`src/rtl/xadc_drp_averager.sv`:
```
// xadc_drp_averager: one DRP read per XADC end-of-conversion on a single channel,
// box-car averaging of 2**LOG2_AVG samples, DRP timeout flag and overrun counter.
module xadc_drp_averager #(
  parameter int         LOG2_AVG = 4,
  parameter logic [4:0] CHANNEL  = 5'h15,
  parameter int         TIMEOUT  = 15
) (
  input  logic        clk,
  input  logic        reset,
  input  logic        eoc_in,
  input  logic [4:0]  channel_in,
  input  logic        drdy_in,
  input  logic [15:0] do_in,
  output logic [6:0]  daddr_out,
  output logic        den_out,
  output logic [11:0] avg_out,
  output logic        avg_valid,
  output logic        timeout_err,
  output logic [7:0]  overrun_cnt
);

  localparam int         ACC_W    = 12 + LOG2_AVG;
  localparam logic [7:0] TMO_LOAD = 8'(TIMEOUT);

  typedef enum logic [1:0] {
    S_IDLE,
    S_REQ,
    S_WAIT,
    S_DONE
  } state_t;

  state_t              r_state;
  state_t              w_state_next;
  logic [6:0]          r_daddr;
  logic [ACC_W-1:0]    r_acc;
  logic [LOG2_AVG-1:0] r_count;
  logic [7:0]          r_tmo;
  logic [11:0]         r_avg;
  logic                r_timeout_err;
  logic [7:0]          r_overrun;

  logic                w_eoc_hit;
  logic                w_last;
  logic                w_expire;
  logic [ACC_W-1:0]    w_acc_sum;
  logic                w_unused_ok;

  assign w_eoc_hit = eoc_in && (channel_in == CHANNEL);
  assign w_last    = (r_count == {LOG2_AVG{1'b1}});
  // Counter value 1 marks the last cycle a drdy may still be accepted.
  assign w_expire  = (r_tmo <= 8'd1);
  assign w_acc_sum = r_acc + {{LOG2_AVG{1'b0}}, do_in[15:4]};
  // The low nibble of the DRP word carries no conversion data.
  assign w_unused_ok = &{1'b0, do_in[3:0]};

  // State register.
  always_ff @(posedge clk or posedge reset) begin
    if (reset) begin
      r_state <= S_IDLE;
    end else begin
      r_state <= w_state_next;
    end
  end

  // Next-state logic.
  always_comb begin
    w_state_next = r_state;
    case (r_state)
      S_IDLE: if (w_eoc_hit) w_state_next = S_REQ;
      S_REQ:  w_state_next = S_WAIT;
      S_WAIT: begin
        if (drdy_in) begin
          w_state_next = w_last ? S_DONE : S_IDLE;
        end else if (w_expire) begin
          w_state_next = S_IDLE;
        end
      end
      S_DONE:  w_state_next = S_IDLE;
      default: w_state_next = S_IDLE;
    endcase
  end

  // Datapath: address latch, timeout counter, accumulator and average register.
  always_ff @(posedge clk or posedge reset) begin
    if (reset) begin
      r_daddr       <= '0;
      r_acc         <= '0;
      r_count       <= '0;
      r_tmo         <= '0;
      r_avg         <= '0;
      r_timeout_err <= 1'b0;
    end else begin
      case (r_state)
        S_IDLE: begin
          if (w_eoc_hit) r_daddr <= {2'b00, channel_in};
        end
        S_REQ: begin
          r_tmo <= TMO_LOAD;
        end
        S_WAIT: begin
          if (drdy_in) begin
            // drdy on the expiry cycle still wins; the sample is kept.
            r_acc   <= w_acc_sum;
            r_count <= r_count + 1'b1;
            if (w_last) r_avg <= w_acc_sum[ACC_W-1:LOG2_AVG];
          end else if (w_expire) begin
            r_tmo         <= '0;
            r_timeout_err <= 1'b1;
          end else begin
            r_tmo <= r_tmo - 8'd1;
          end
        end
        S_DONE: begin
          r_acc   <= '0;
          r_count <= '0;
        end
        default: ;
      endcase
    end
  end

  // Saturating count of matching conversions that arrive while busy.
  always_ff @(posedge clk or posedge reset) begin
    if (reset) begin
      r_overrun <= '0;
    end else if (w_eoc_hit && (r_state != S_IDLE) && (r_overrun != 8'hFF)) begin
      r_overrun <= r_overrun + 8'd1;
    end
  end

  assign daddr_out   = r_daddr;
  assign den_out     = (r_state == S_REQ);
  assign avg_out     = r_avg;
  assign avg_valid   = (r_state == S_DONE);
  assign timeout_err = r_timeout_err;
  assign overrun_cnt = r_overrun;

endmodule
```
`config.mk`:
```
export PLATFORM = sky130hd
export DESIGN_NAME = xadc_drp_averager
export DESIGN_NICKNAME = d
export VERILOG_FILES = /design/src/rtl/xadc_drp_averager.sv
export SDC_FILE = /design/constraint.sdc
export NUM_CORES = 1
export LEC_CHECK = 0
export CAP_MARGIN = 20
export CORE_MARGIN = 1
export CORE_UTILIZATION = 53
export DETAILED_ROUTE_END_ITERATION = 10
export PLACE_DENSITY_LB_ADDON = 0.1
export SYNTH_ARGS = -nofsm -noshare
export SYNTH_HDL_FRONTEND = slang
export SYNTH_SLANG_ARGS = --single-unit
```
`constraint.sdc`:
```
create_clock -name clk -period 2.32 [get_ports clk]
set_input_delay 0.464 -clock clk [delete_from_list [all_inputs] [get_ports clk]]
set_output_delay 0.464 -clock clk [all_outputs]
set_load 0.02 [all_outputs]
```
==> summary.txt <==
Outcome - completed
Worst-path clk slew - 110 ps
Post-route setup TNS - 0 ps
Placement Setup Slack - -504.6 ps
Largest net degree at the start of global routing - 36
Largest cells by area after synthesis - dfrtp_1 44%, ha_1 6.3%, o21ai_0 5.1%, nand2_1 3.9%, a21oi_1 3.2%
Post-DP HPWL - 5671 microns
Max-Cap Viols - 0
Num ports - 55
Synthesized instance count - 337
Post-synth EDFFs - 0
Worst hold slack - 468.3 ps
Fin crit period - 2276 ps
Via count - 2877
Site Rows - 27
Core ar. - 5642 sq um
Vias in the first global route - 2768
Yosys Warn Count - 0
Final Cycle Share - 98.12%
Synth Register Bits - 56
Slew Viols, Final - 0
Die Area - 6278 sq um
Chip height - 79.24 microns
Gpl congestion - 0.8246
Setup ws final - 43.63 ps
Fmax - 439.3 MHz
Die Width - 79.24 microns
Post-route non-filler standard cell count - 495
# clock sinks - 56
Register area share after synthesis - 44.32%
Global route overflow - 0
Critical R2R Launch - r_tmo[2]
Setup violations, final - 0
H-tree levels - 2
WL met1 - 3530 microns
Max FO, Critical Path - 5
Nets@finish - 464
Total power - 3.109 mW
CP startpoint kind - primary input
Min-delay worst type - in -> async
RSZ-0062 raised after global routing - yes
Critical Path RT - 2540 ps
Wire length on met3 - 305 microns
Worst skew pair latency - 320 ps
Setup crit end kind - register
DRT Wirelength - 7764 microns
Cell accounting for the most synthesized area - dfrtp_1
Number of buffers inserted by hold repair at cts - 0
Detail Route met2 WL - 3781 microns
Final antenna-violating net count - 0
Reg2Reg Depth - 7
Ys async rst share - 100.0%
Synth top area share - 44.32%
Arrival @ worst endpoint - 2490 ps
Global Route Usage Sum - 26.58%
Distinct cells, synth - 50
Routed vias/inst - 5.812
Kind of critical path - in -> reg
Static Leakage - 1.900 nW
Most used DFF post-synth - dfrtp_1
First-pass GRT wire length - 12870 microns
Max Root-Sink Buffers - 2
PortBufs - 48
R2r endpoint - r_tmo[7]
Syn avg cell area - 9.382 sq um
Placed insts - 486
Area grow syn2layout - 32.05%
Setup Skew - 5.720 ps
Netlist Area Pre-Place - 3162 sq um
Iter 0 DRT Violations - 150
Final Hold Viols - 0
CTS tree - built
PD cells - 744.6 nW/um^2
Root buf cell - clkbuf_8
Initial antenna violation count - 0
Flop-to-flop setup slack - 100 ps
Layout cell share with drive strength beyond 1 - 18.44%
DRC Markers - 0
Detailed Routing Iterations Pass 1 - 4
Wire per inst - 15.68 microns
Antenna diodes - 0
VDD IR max - 0.5243 mV
Top sig layer - met4
TritonCTS buffer count - 5
Initial core utilization - 56.04%
==> cell type report <==
cell class	count	area, sq um
timing repair buffer	92	828.3
fill	419	1466
multi-input combinational	252	1707
clock inverter	3	22.52
clock buffer	5	68.82
sequential	56	1403
tap	72	90.09
inverter	15	56.30
==> sequential cells by signal, indices dropped and copies added, names as in the netlist <==
name,flops
overrun_cnt,8
r_tmo,8
daddr_out,5
avg_out,12
r_count,4
r_acc,16
r_state,2
timeout_err,1
==> cell families after synthesis <==
family / share of synthesized area [%]
AOI/OAI and AO/OA: 16.78
xor gates and xnor gates: 6.094
adders and majority gates: 6.965
buffers and inverters: 4.155
DFF: 44.32
muxes: 3.087
other: 0.1186
and+or+nand+nor: 18.48
==> cells in the final DEF (no fill, tap or decap), types with 3 or more instances in the layout <==
master	count
a21o_1	6
a21oi_1	17
a21oi_2	3
a22o_1	3
and3_1	7
buf_4	43
clkbuf_8	5
clkdlybuf4s50_1	46
dfrtp_1	55
ha_1	14
inv_1	11
inv_2	3
mux2_2	6
mux2i_1	3
nand2_1	33
nand2b_1	4
nand3_1	17
nand4_1	7
nor2_1	20
nor2b_1	5
nor3_1	8
nor4_1	4
o211ai_1	4
o21ai_0	31
o2bb2ai_1	3
xnor2_1	11
xor2_1	11
==> worst max-delay path by stage <==
stage               startpoint         end  slack [ps]  cells past startpoint
floorplan             do_in[4]   r_acc[14]          80                     10
CTS                   do_in[4]   r_acc[14]         -10                     11
detailed placement    do_in[4]   r_acc[14]        -500                     11
global route          do_in[7]    r_acc[9]         -50                     10
finish                do_in[7]  avg_out[7]          40                      9
global placement      do_in[4]   r_acc[14]        -430                     11
==> cell usage after synthesis (all sizes together), types with 2 or more instances <==
cell and instances:
dfrtp 56, nand2 33, o21ai 32, a21oi 20
nor2 20, nand3 17, ha 16, inv 14
xnor2 11, xor2 11, clkbuf 9, and3 8
nor3 8, nand4 7, a21o 6, buf 6
mux2 6, nor2b 6, nand2b 4, nor4 4
o211ai 4, a22o 3, mux2i 3, o2bb2ai 3
a211o 2, a31oi 2, and2 2, nand3b 2
o21a 2, o31a 2, o31ai 2, or4 2
==> metrics by stage <==
step                      util, %  instance area (sq um)
after floorplan                 -                   3166
after global placement      70.84                   3996
after detailed placement    70.84                   3996
after CTS                   72.99                   4118
after global routing        74.01                   4175
final                       74.01                   4175
==> metal layers <==
metal	up-vias	global-route usage, %
li1	1370	-
met1	1425	34.94
met2	67	44.31
met3	15	4.253
met4	0	9.273
met5	-	0
==> where the power goes <==
group | switching [mW] | leakage, nW | internal (mW)
Combinational | 0.651 | 1.15 | 0.683
Clock | 0.353 | 0.0485 | 0.218
Sequential | 0.108 | 0.706 | 1.10
==> what timing repair did <==
action,4_1_cts,5_1_grt
pin swaps,4,8
setup endpoints to repair,14,19
buffers inserted,0,1
gates resized for setup,6,14
==> worst max-delay path: stages <==
cell             delay (ps)
clkdlybuf4s50_1         530
ha_4                    230
a21o_1                  190
a21oi_2                 180
a21oi_2                  90
nor2_1                  180
o21bai_2                140
xor2_1                  210
mux2_2                  290
No activity file was read; power rests on OpenSTA's default activity.
